--- src/rtl/beta_pc_pkg.sv ---
// Shared constants for the Beta program-counter sequencer: PCSEL encodings
// and default trap/reset vectors.
package beta_pc_pkg;

  localparam logic [2:0] PCSEL_INC   = 3'd0;
  localparam logic [2:0] PCSEL_BR    = 3'd1;
  localparam logic [2:0] PCSEL_JMP   = 3'd2;
  localparam logic [2:0] PCSEL_ILLOP = 3'd3;
  localparam logic [2:0] PCSEL_XADR  = 3'd4;

  localparam logic [31:0] DEF_RESET_VEC = 32'h8000_0000;
  localparam logic [31:0] DEF_ILLOP_VEC = 32'h8000_0004;
  localparam logic [31:0] DEF_XADR_VEC  = 32'h8000_0008;

  // Codes 5-7 are undefined and behave exactly like ILLOP.
  function automatic logic is_illop_sel(logic [2:0] sel);
    return (sel == PCSEL_ILLOP) || (sel > PCSEL_XADR);
  endfunction

endpackage

--- src/rtl/pc_seq_unit_if.sv ---
// Control-unit-facing bundle of the PC sequencer: PC select inputs, interrupt
// request and the registered/combinational PC outputs.
interface pc_seq_unit_if #(
  parameter int unsigned PC_W  = 32,
  parameter int unsigned OFF_W = 16,
  parameter int unsigned CNT_W = 32
) ();

  logic             stall;
  logic [2:0]       PCSEL;
  logic [OFF_W-1:0] offset;
  logic [PC_W-1:0]  jump_addr;
  logic             irq;
  logic [PC_W-1:0]  PC;
  logic [PC_W-1:0]  PC_PLUS_4;
  logic             irq_taken;
  logic             irq_pending;
  logic [CNT_W-1:0] adv_count;

  modport master (
    output stall, PCSEL, offset, jump_addr, irq,
    input  PC, PC_PLUS_4, irq_taken, irq_pending, adv_count
  );

  modport slave (
    input  stall, PCSEL, offset, jump_addr, irq,
    output PC, PC_PLUS_4, irq_taken, irq_pending, adv_count
  );

endinterface

--- src/rtl/pc_irq_latch.sv ---
// Interrupt front end: rising-edge detect on irq, sticky pending flag, and the
// supervisor/stall/ILLOP mask that decides when the trap is actually taken.
module pc_irq_latch
  import beta_pc_pkg::*;
(
  input  logic       clk,
  input  logic       RESET,
  input  logic       irq,
  input  logic       stall,
  input  logic       pc_msb,
  input  logic [2:0] pcsel,
  output logic       irq_pending,
  output logic       irq_taken
);

  logic irq_d_q;
  logic pend_q;
  logic pend_d;
  logic irq_edge;

  assign irq_edge  = irq & ~irq_d_q;
  // ILLOP has priority, so a colliding pending interrupt must survive it.
  assign irq_taken = pend_q & ~pc_msb & ~stall & ~RESET & ~is_illop_sel(pcsel);

  always_comb begin
    pend_d = irq_edge | (pend_q & ~irq_taken);
  end

  always_ff @(posedge clk) begin
    if (RESET) begin
      irq_d_q <= 1'b0;
      pend_q  <= 1'b0;
    end else begin
      irq_d_q <= irq;
      pend_q  <= pend_d;
    end
  end

  assign irq_pending = pend_q;

endmodule

--- src/rtl/pc_seq_unit.sv ---
// Beta program-counter sequencer: next-PC selection with stall, traps and
// supervisor-bit protection, plus a counter of PC advances.
module pc_seq_unit
  import beta_pc_pkg::*;
#(
  parameter int unsigned     PC_W      = 32,
  parameter int unsigned     OFF_W     = 16,
  parameter int unsigned     CNT_W     = 32,
  parameter logic [PC_W-1:0] RESET_VEC = DEF_RESET_VEC,
  parameter logic [PC_W-1:0] ILLOP_VEC = DEF_ILLOP_VEC,
  parameter logic [PC_W-1:0] XADR_VEC  = DEF_XADR_VEC
) (
  input logic          clk,
  input logic          RESET,
  pc_seq_unit_if.slave bus
);

  localparam int unsigned LoW = PC_W - 1;

  logic [PC_W-1:0]  pc_q, pc_d;
  logic [CNT_W-1:0] cnt_q, cnt_d;
  logic [LoW-1:0]   pc_inc;
  logic [LoW-1:0]   off_words;
  logic [LoW-1:0]   br_low;
  logic [PC_W-1:0]  jmp_tgt;
  logic             irq_taken;
  logic             irq_pending;

  pc_irq_latch u_irq (
    .clk         (clk),
    .RESET       (RESET),
    .irq         (bus.irq),
    .stall       (bus.stall),
    .pc_msb      (pc_q[PC_W-1]),
    .pcsel       (bus.PCSEL),
    .irq_pending (irq_pending),
    .irq_taken   (irq_taken)
  );

  // Low bits only: the supervisor bit never takes a carry.
  assign pc_inc    = pc_q[LoW-1:0] + LoW'(4);
  assign off_words = {{(LoW - OFF_W){bus.offset[OFF_W-1]}}, bus.offset};
  assign br_low    = pc_inc + {off_words[LoW-3:0], 2'b00};
  // A jump may leave supervisor mode but can never enter it.
  assign jmp_tgt   = {pc_q[PC_W-1] & bus.jump_addr[PC_W-1], bus.jump_addr[PC_W-2:2], 2'b00};

  always_comb begin
    pc_d  = pc_q;
    cnt_d = cnt_q;
    if (!bus.stall) begin
      cnt_d = cnt_q + CNT_W'(1);
      if (is_illop_sel(bus.PCSEL)) begin
        pc_d = ILLOP_VEC;
      end else if (irq_taken || (bus.PCSEL == PCSEL_XADR)) begin
        pc_d = XADR_VEC;
      end else begin
        unique case (bus.PCSEL)
          PCSEL_BR:  pc_d = {pc_q[PC_W-1], br_low};
          PCSEL_JMP: pc_d = jmp_tgt;
          default:   pc_d = {pc_q[PC_W-1], pc_inc};
        endcase
      end
    end
  end

  always_ff @(posedge clk) begin
    if (RESET) begin
      pc_q  <= RESET_VEC;
      cnt_q <= '0;
    end else begin
      pc_q  <= pc_d;
      cnt_q <= cnt_d;
    end
  end

  assign bus.PC          = pc_q;
  assign bus.PC_PLUS_4   = {pc_q[PC_W-1], pc_inc};
  assign bus.irq_taken   = irq_taken;
  assign bus.irq_pending = irq_pending;
  assign bus.adv_count   = cnt_q;

endmodule

--- src/flat_wrapper.sv ---
// flat-port wrapper written by rule: the top's interface ports become plain ports
module pc_seq_unit_flat import beta_pc_pkg::*;
#(
  parameter int unsigned     PC_W      = 32,
  parameter int unsigned     OFF_W     = 16,
  parameter int unsigned     CNT_W     = 32,
  parameter logic [PC_W-1:0] RESET_VEC = DEF_RESET_VEC,
  parameter logic [PC_W-1:0] ILLOP_VEC = DEF_ILLOP_VEC,
  parameter logic [PC_W-1:0] XADR_VEC  = DEF_XADR_VEC
)
  (clk, RESET, bus_stall, bus_PCSEL, bus_offset, bus_jump_addr, bus_irq, bus_PC, bus_PC_PLUS_4, bus_irq_taken, bus_irq_pending, bus_adv_count);
  pc_seq_unit_if #(.PC_W(PC_W), .OFF_W(OFF_W), .CNT_W(CNT_W)) bus_i ();
  input logic clk;
  input logic RESET;
  input wire logic [$bits(bus_i.stall)-1:0] bus_stall;
  input wire logic [$bits(bus_i.PCSEL)-1:0] bus_PCSEL;
  input wire logic [$bits(bus_i.offset)-1:0] bus_offset;
  input wire logic [$bits(bus_i.jump_addr)-1:0] bus_jump_addr;
  input wire logic [$bits(bus_i.irq)-1:0] bus_irq;
  output wire logic [$bits(bus_i.PC)-1:0] bus_PC;
  output wire logic [$bits(bus_i.PC_PLUS_4)-1:0] bus_PC_PLUS_4;
  output wire logic [$bits(bus_i.irq_taken)-1:0] bus_irq_taken;
  output wire logic [$bits(bus_i.irq_pending)-1:0] bus_irq_pending;
  output wire logic [$bits(bus_i.adv_count)-1:0] bus_adv_count;
  assign bus_i.stall = bus_stall;
  assign bus_i.PCSEL = bus_PCSEL;
  assign bus_i.offset = bus_offset;
  assign bus_i.jump_addr = bus_jump_addr;
  assign bus_i.irq = bus_irq;
  assign bus_PC = bus_i.PC;
  assign bus_PC_PLUS_4 = bus_i.PC_PLUS_4;
  assign bus_irq_taken = bus_i.irq_taken;
  assign bus_irq_pending = bus_i.irq_pending;
  assign bus_adv_count = bus_i.adv_count;
  pc_seq_unit #(.PC_W(PC_W), .OFF_W(OFF_W), .CNT_W(CNT_W), .RESET_VEC(RESET_VEC), .ILLOP_VEC(ILLOP_VEC), .XADR_VEC(XADR_VEC)) u_core (.clk(clk), .RESET(RESET), .bus(bus_i));
endmodule
--- config.mk ---
export PLATFORM = sky130hd
export DESIGN_NAME = pc_seq_unit_flat
export DESIGN_NICKNAME = d
export VERILOG_FILES = /design/src/rtl/beta_pc_pkg.sv /design/src/rtl/pc_seq_unit_if.sv /design/src/rtl/pc_irq_latch.sv /design/src/rtl/pc_seq_unit.sv /design/src/flat_wrapper.sv
export SDC_FILE = /design/constraint.sdc
export NUM_CORES = 1
export LEC_CHECK = 0
export ABC_AREA = 1
export ABC_CLOCK_PERIOD_IN_PS = 8100
export CAP_MARGIN = 30
export CORE_UTILIZATION = 55
export CTS_CLUSTER_DIAMETER = 150
export DETAILED_ROUTE_END_ITERATION = 12
export PLACE_DENSITY_LB_ADDON = 0.25
export SLEW_MARGIN = 20
export SYNTH_ARGS = -nofsm -noshare
export SYNTH_HDL_FRONTEND = slang
export SYNTH_SLANG_ARGS = --single-unit
--- constraint.sdc ---
create_clock -name clk -period 8.1 [get_ports clk]
set_clock_uncertainty 0.1 [all_clocks]
set_input_delay 0.81 -clock clk [delete_from_list [all_inputs] [get_ports clk]]
set_output_delay 0.81 -clock clk [all_outputs]
set_load 0.03 [all_outputs]
Yosys cells after proc, flatten, opt, wreduce, memory -nomap -nowiden:

Cells that the tools add are included.

* magnitude comparators: 1
* muxes and demuxes: 3
* add/sub/neg operators: 3
* equal/unequal tests: 5
* reductions and logical operators: 4
* bitwise gates (word level): 14

Operators by type and width (count)
* 32-bit 2-to-1 mux: 2
* 32-bit one-hot mux with 2 select lines: 1
* 32-bit by 1-bit adder with 32-bit output, second input constant: 1
* 31-bit by 3-bit adder with 31-bit output, second input constant: 1
* 31-bit adder: 1
* 1-bit bitwise AND: 7
* 3-bit by 2-bit equality test with 1-bit output, second input constant: 2
* 1-bit NOT: 6
* 3-bit by 1-bit equality test with 1-bit output, second input constant: 1
* 3-bit equality test, second input constant: 1
* 3-bit > comparator, second input constant: 1
* 3-bit by 1-bit inequality test with 1-bit output, second input constant: 1
* 3-bit AND reduction: 1
* 3-bit nonzero test: 1
* 1-bit logical OR: 2
* 1-bit OR: 1

* logic and storage cells: 35
* output and inout bits: 98
* bits of input ports: 55
* register bits: 66

Longest topological paths before layout:

Gate-level depths: netlist (run 1).

* depth after elaboration: 8
* mapped depth: 25
* depth with buffers taken out: 25

Modules after synthesis:

From an unflattened synthesis (run 1), not the netlist that was laid out.

* cell total of the unflattened synthesis: 1030
* area, all modules: 6157.2 um^2

Modules (own cells, without submodules)
* pc_seq_unit: area each 6050.8 um^2, sequential area each 1241.2 um^2, cells an instance 1013, instances 1
* pc_irq_latch: area each 106.4 um^2, sequential area each 40.0 um^2, cells an instance 17, instances 1

Worst setup path before layout (run 1):

Ideal clock, no wire load.

* path type: reg2reg
* from: register u_core.pc_q[3] (netlist: u_core.bus.PC[3])
* to: register u_core.pc_q[27] (netlist: u_core.bus.PC[27])
* data required time: 7.930 ns
* library setup time: 0.070 ns
* buffers on the path: 0
* clock period less this slack: 3.460 ns
* setup slack: 4.640 ns
* arrival time: 3.290 ns
* stages on the path, launching flop included: 22
* path through: dfxtp_1 > ha_1 > nand2_2 > nor2_4 > nand2_4 > nor2_8 > nand2_4 > inv_2 > nand2_1 > xor2_1 > ha_1 > a21oi_1 > o21ai_0 > nand2_1 > nand2_1 > a21oi_1 > nand2_1 > nand2_1 > nand3_1 > nand2_1 > nand2_1 > a21oi_1

* word-level cells in the longest chain between the ends: 5

RTL lines
* start: declaration: RTL line pc_seq_unit.sv:20 `logic [PC_W-1:0] pc_q, pc_d;`
* start signal: assignment: RTL line pc_seq_unit.sv:71 `pc_q <= pc_d;`
* 31-bit by 3-bit adder with 31-bit output: RTL line pc_seq_unit.sv:41 `assign pc_inc = pc_q[LoW-1:0] + LoW'(4);`
* net bus_PC_PLUS_4[22]: RTL line flat_wrapper.sv:21 `output wire logic [$bits(bus_i.PC_PLUS_4)-1:0] bus_PC_PLUS_4;`
* 31-bit adder: RTL line pc_seq_unit.sv:43 `assign br_low = pc_inc + {off_words[LoW-3:0], 2'b00};`
* 32-bit one-hot mux with 2 select lines: RTL line pc_seq_unit.sv:57 `unique case (bus.PCSEL)`
* 32-bit 2-to-1 mux: RTL line pc_seq_unit.sv:54 `end else if (irq_taken || (bus.PCSEL == PCSEL_XADR)) begin`
* 32-bit 2-to-1 mux: RTL line pc_seq_unit.sv:52 `if (is_illop_sel(bus.PCSEL)) begin`

The timed path passes the listed nets, and every way through them passes these cells. The select of a mux whose other input is x is not followed.
A chain may end at the register's enable or synchronous reset.

Worst setup path in the final report (run 1):

* from: register u_core.pc_q[3] (netlist: u_core.bus.PC[3])
* to: output port bus_PC_PLUS_4[22]

* word-level cells in the longest chain between the ends: 1

RTL lines (RTL line)
* 31-bit by 3-bit adder with 31-bit output: pc_seq_unit.sv:41
* end: declaration: flat_wrapper.sv:21

No other way between the ends.

==> results.cfg, run 1 <==
[status]
outcome = finished clean

[timing]
rsz0062_at_grt = false
fmax_mhz = 270
tightest_slew_ns = 0.868
setup_viol = 0
period_share_pct = 45.8
fin_tns_setup_ns = 0
slew_headroom_pct = 42.1
fin_crit_ns = 3.71
hold_viol = 0
final_max_slew_viol_count = 0

[clock_network]
cts_resized = 0
clock_path_buffers = 2
cts_buffers = 9
cts_tree = built
h-tree-depth = 3
post_cts_buffers = 0
clkTransAtPathRegs_ns = 0.05
cts_hold_buffers = 0
cts-root-buf = clkbuf_16
insertion_delay_ns = 0.34
cts.sinks = 64

[final_layout]
finalNetCount = 1306
drive_gt1_share_pct = 5.33
syn2layout_area_growth_pct = 29.5
fill_cells = 989
stdcell_area_sq_mm = 0.00814
n_antenna_cell = 0
final_cell_mix = 357 x nand2_1, 145 x clkdlybuf4s50_1, 140 x inv_1, 108 x nor2_1, 80 x a21oi_1
final_common_cell = nand2_1

[global_route]
grt_overflow_total = 0
grt_pass1_vias = 6480
grt_start_max_net_pins = 53
antenna_found_initial = 0
grt_pass1_wl_um = 31400
grt_use_total_pct = 34.3

[power_and_ir_drop]
p_leak_uw = 0.00368
combPwrFrac_pct = 23.6
power_uw = 990
p_int_uw = 695
power_density_mw_per_mm2 = 122
switching_power_uw = 294
pwr-share-clk_pct = 42.8
swShare_pct = 29.7
ir_worst_vdd_uv = 196
pwr-share-seq_pct = 33.6

[worst_setup_path]
worstPathRequired_ns = 7.19
crit_chain = ha_1 -> nand2_2 -> nor2_4 -> nand2_4 -> nor2_8 -> nand2_4 -> inv_2 -> nand2_1 -> xor2_1 -> clkdlybuf4s50_1
crit_path_frequent_cell = nand2_4
max_stage_delay_ns = 0.75
rr_worst_depth = 22
cp_max_fo = 7
critPathKind = flip-flop to primary output
startpoint_type = flip-flop
cp_slowest_cell = clkdlybuf4s50_1
arrival_ns = 2.80
cp-end-kind = primary output

[synthesis]
netlist_area_sq_mm = 0.00628
synth_warnings = 0
yosysSeqAreaShare_pct = 20.4
ys_types = 49
syn_inst = 1080
syn_area_per_cell_sq_um = 5.82
ys_ff_latch = 64

[min_path]
hold_path_depth = 1
min_path_type = flip-flop to flip-flop

[die]
fp.dieArea_sq_mm = 0.0119
io_pins = 153
die_h_um = 109
start_util_pct = 57.2
coreArea_sq_mm = 0.0110
rows = 38
die-width_um = 109

[route]
dr.pass1.iters = 8
wirelength_um = 20000
drc = 0
dr_total_vias = 7367
antenna_left = 0
vias_per_cell = 5.42
drt_iter0_markers = 737
post_drt_wl_per_cell_um = 14.7

[placed_design]
portBuffers = 146
gp_congestion = 0.955
dpl_cell_area_sq_mm = 0.00780
dp_hpwl_um = 15400

[job]
drv_cap = 0
## layer usage
| metal | GRT usage (%) | vias to the layer above | wire [um] |
|---|---|---|---|
| li1 | - | 3712 | - |
| met2 | 53.5 | 365 | 8590 |
| met3 | 6.58 | 52 | 1760 |
| met5 | 0 | - | 0 |
| met1 | 46.6 | 3238 | 8940 |
| met4 | 12.5 | 0 | 718 |
## cell type report
type	instances	area, sq um	area share [%]
Tap cell	140	175	2.15
Inverter	151	568	6.98
Clock buffer	12	256	3.15
Multi-Input combinational cell	839	4300	52.8
Timing Repair Buffer	150	1490	18.4
Clock inverter	3	65.1	0.800
Sequential cell	64	1280	15.7
## Yosys cell counts (all sizes together)
cell type	instances	area, sq um
a21o	1	7.51
fa	1	20.0
nor2	123	552
a21boi	1	7.51
clkbuf	16	60.1
o2111ai	1	8.76
clkinv	2	8.75
a31oi	1	6.26
nor3	19	110
nand3b	7	52.6
a221oi	1	8.76
o21ai	33	165
inv	149	559
or2	4	25.0
nor4	2	12.5
o21bai	7	52.6
dfxtp	64	1280
nand4	14	87.6
ha	35	438
o31ai	2	15.0
nand3	84	445
xor2	28	253
nor3b	4	35.0
conb	1	3.75
nand2	364	1400
and2	2	12.5
a31o	1	8.76
o211ai	10	75.1
or3	1	6.26
a21oi	81	409
o21a	4	30.0
xnor2	4	35.0
buf	13	86.3
## sequential cells by signal, summed over array words and instances (netlist names)
| signal | count |
|---|---|
| u_core.bus.PC | 30 |
| u_core.bus.adv_count | 32 |
| u_core.u_irq.irq_d_q | 1 |
| u_core.u_irq.irq_pending | 1 |
## path summary, 6_finish.rpt
path,start,endpoint,slack [ns]
worst max-delay path,u_core.bus.PC[3]$_SDFFE_PP0N_,bus_PC_PLUS_4[22],4.39
worst min-delay path,u_core.u_irq.irq_d_q$_SDFF_PP0_,u_core.u_irq.irq_pending$_SDFF_PP0_,0.30
worst max register to register,u_core.bus.PC[3]$_SDFFE_PP0N_,u_core.bus.PC[26]$_SDFFE_PP0N_,4.46
worst min register to register,u_core.u_irq.irq_d_q$_SDFF_PP0_,u_core.u_irq.irq_pending$_SDFF_PP0_,0.30
## worst max-delay path: cells and delay by family, from the launching register on
kind          cells  cell delay [ns]
buf+inv           2             0.82
simple gates      6             0.63
flops             1             0.43
xor+xnor          1             0.33
fa+ha+maj         1             0.24
## cell families after synthesis
kind of cell	count (synthesis)	synth area share, %
AO/OA/AOI/OAI	143	12.6
flip-flops	64	20.4
buffers and inverters	180	11.4
XOR/XNOR	32	4.58
AND/OR/NAND/NOR	624	43.7
adder cells (fa/ha/maj)	36	7.29
other	1	0.0597
## power groups by stage
| stage | Clock (uW) | Combinational [uW] | Sequential (uW) |
|---|---|---|---|
| floorplan | 0 | 133 | 348 |
| global placement | 0 | 226 | 338 |
| detailed placement | 0 | 228 | 338 |
| CTS | 426 | 230 | 332 |
| global route | 441 | 254 | 333 |
| finish | 424 | 233 | 332 |
## per-stage QoR
step,instances,worst slack [ns],utilization (%),hold slack [ns]
finish,1359,4.39,74.1,0.298
global route,1359,4.14,74.1,0.311
CTS,1358,4.41,74.0,0.301
detailed placement,1343,4.48,71.0,0.306
global placement,1343,4.47,71.0,0.294
floorplan,1083,4.64,-,0.288
Note: power is estimated with default switching activity, not from simulation.
==> run 2, diff against run 1 <==
- ABC_CLOCK_PERIOD_IN_PS: 8100 -> 3470
- CORE_UTILIZATION: 55 -> 51
- clock period: 8.1 -> 3.47 ns (I/O delays scaled with it)
==> run 2 against run 1 <==
  * Power up 130%
  * Register-to-register slack worse by 4.3 ns
  * Non-clock buffer count up 22
  * Largest cell class unchanged
==> results.cfg, run 2 (synthesis results as in run 1) <==
[clock_network]
cts_buffers = 9
h-tree-depth = 3
cts.sinks = 64
cts_tree = built
cts-root-buf = clkbuf_16
clock_path_buffers = 2
clkTransAtPathRegs_ns = 0.05
cts_hold_buffers = 0
insertion_delay_ns = 0.33

[global_route]
grt_pass1_vias = 6693
grt_start_max_net_pins = 52
grt_pass1_wl_um = 31800
antenna_found_initial = 0
grt_overflow_total = 0
grt_use_total_pct = 31.5

[power_and_ir_drop]
p_leak_uw = 0.00379
power_density_mw_per_mm2 = 269
pwr-share-clk_pct = 40.5
pwr-share-seq_pct = 34.3
combPwrFrac_pct = 25.1
swShare_pct = 30.5
p_int_uw = 1570
ir_worst_vdd_uv = 285
switching_power_uw = 688

[final_layout]
finalNetCount = 1328
n_antenna_cell = 0
stdcell_area_sq_mm = 0.00837
final_cell_mix = 355 x nand2_1, 145 x clkdlybuf4s50_1, 140 x inv_1, 104 x nor2_1, 79 x nand3_1
final_common_cell = nand2_1
drive_gt1_share_pct = 8.62
syn2layout_area_growth_pct = 33.2
largest_reg_flops = 32

[placed_design]
dp_hpwl_um = 16000
dpl_cell_area_sq_mm = 0.00796
gp_congestion = 0.962
portBuffers = 146

[worst_setup_path]
cp-end-kind = flip-flop
arrival_ns = 3.40
startpoint_type = flip-flop
cp_max_fo = 5
r2r-start = u_core.bus.PC[3]$_SDFFE_PP0N_
worstPathRequired_ns = 3.56
r2r_slack_ns = 0.16
rr_worst_depth = 22
r2r_end = u_core.bus.PC[21]$_SDFFE_PP0N_
critPathKind = flip-flop to flip-flop

[timing]
period_share_pct = 95.3
slew_headroom_pct = 62.0
fin_crit_ns = 3.31
fin_tns_setup_ns = 0
rsz0062_at_grt = true
hold_viol = 0
final_max_slew_viol_count = 0
tightest_slew_ns = 0.569
whs_ns = 0.300
fmax_mhz = 302
setup_viol = 0

[min_path]
worstHoldEndpoint = u_core.u_irq.irq_pending$_SDFF_PP0_
min_path_type = flip-flop to flip-flop
hold_path_depth = 1
hp-start = u_core.u_irq.irq_d_q$_SDFF_PP0_

[route]
dr.pass1.iters = 7
wirelength_um = 20500
antenna_left = 0
vias_per_cell = 5.38
post_drt_wl_per_cell_um = 14.7
dr_total_vias = 7467
drc = 0
drt_iter0_markers = 552

[die]
coreArea_sq_mm = 0.0120
die-width_um = 113
start_util_pct = 52.3
rows = 40
io_pins = 153
die_h_um = 113
fp.dieArea_sq_mm = 0.0128

[job]
drv_cap = 0

[status]
outcome = finished clean
[run 2: layout make-up]
type / instances / area [sq um]
clock inverters: 3 / 40.0
well taps: 147 / 184
repair buffers: 172 / 1650
multi-input cells: 839 / 4380
inverters: 151 / 568
fillers: 1090 / 3640
flip-flops and latches: 64 / 1280
clock buffers: 13 / 260
[run 2: power groups by stage]
stage	Sequential [uW]	Clock, uW	Combinational, uW
finish	774	914	567
CTS	772	924	552
global placement	787	0	543
detailed placement	787	0	548
floorplan	813	0	311
global route	775	957	612
[run 2: repair_timing]
item / in CTS / in global routing
resized for setup: 0 / 21
setup buffers: 0 / 3
endpoints found under the setup margin: 0 / 13
[run 2: critical path, cell delays in order (launching register included)]
cell	delay [ns]
dfxtp_2	0.38
ha_2	0.21
nand2_2	0.07
nor2_4	0.14
nand2_4	0.11
nor2_8	0.18
nand2_4	0.10
inv_2	0.08
nand3_1	0.06
nand2_1	0.10
inv_1	0.10
ha_2	0.41
nand2_1	0.12
nor2_1	0.21
nand2_1	0.12
inv_1	0.08
nand4_1	0.10
nand3_1	0.12
nand2_1	0.06
nand3_1	0.08
nand3_1	0.07
nand2_1	0.12
a21oi_1	0.06
[run 2: worst max path at each step]
stage                                              from                        endpoint
after global placement    u_core.bus.PC[3]$_SDFFE_PP0N_  u_core.bus.PC[26]$_SDFFE_PP0N_
after floorplan           u_core.bus.PC[3]$_SDFFE_PP0N_  u_core.bus.PC[27]$_SDFFE_PP0N_
final                     u_core.bus.PC[3]$_SDFFE_PP0N_  u_core.bus.PC[21]$_SDFFE_PP0N_
after detailed placement  u_core.bus.PC[3]$_SDFFE_PP0N_  u_core.bus.PC[18]$_SDFFE_PP0N_
after CTS                 u_core.bus.PC[3]$_SDFFE_PP0N_  u_core.bus.PC[18]$_SDFFE_PP0N_
after global routing      u_core.bus.PC[3]$_SDFFE_PP0N_  u_core.bus.PC[21]$_SDFFE_PP0N_
[run 2: per-stage QoR]
step	instances	worst slack [ns]	util, %	power (uW)
floorplan	1083	0.00993	-	1120
global placement	1370	0.156	66.3	1330
detailed placement	1370	0.0911	66.3	1340
CTS	1386	0.0575	68.8	2250
global route	1389	-0.0259	69.7	2340
finish	1389	0.163	69.7	2250
[run 2: metal layers]
layer | global-route usage (%) | wire length, um | share of wire, %
met3 | 5.57 | 1730 | 8.5
met5 | 0 | 0 | 0
met2 | 53.7 | 9530 | 47
met4 | 12.2 | 552 | 2.7
met1 | 39.5 | 8640 | 42
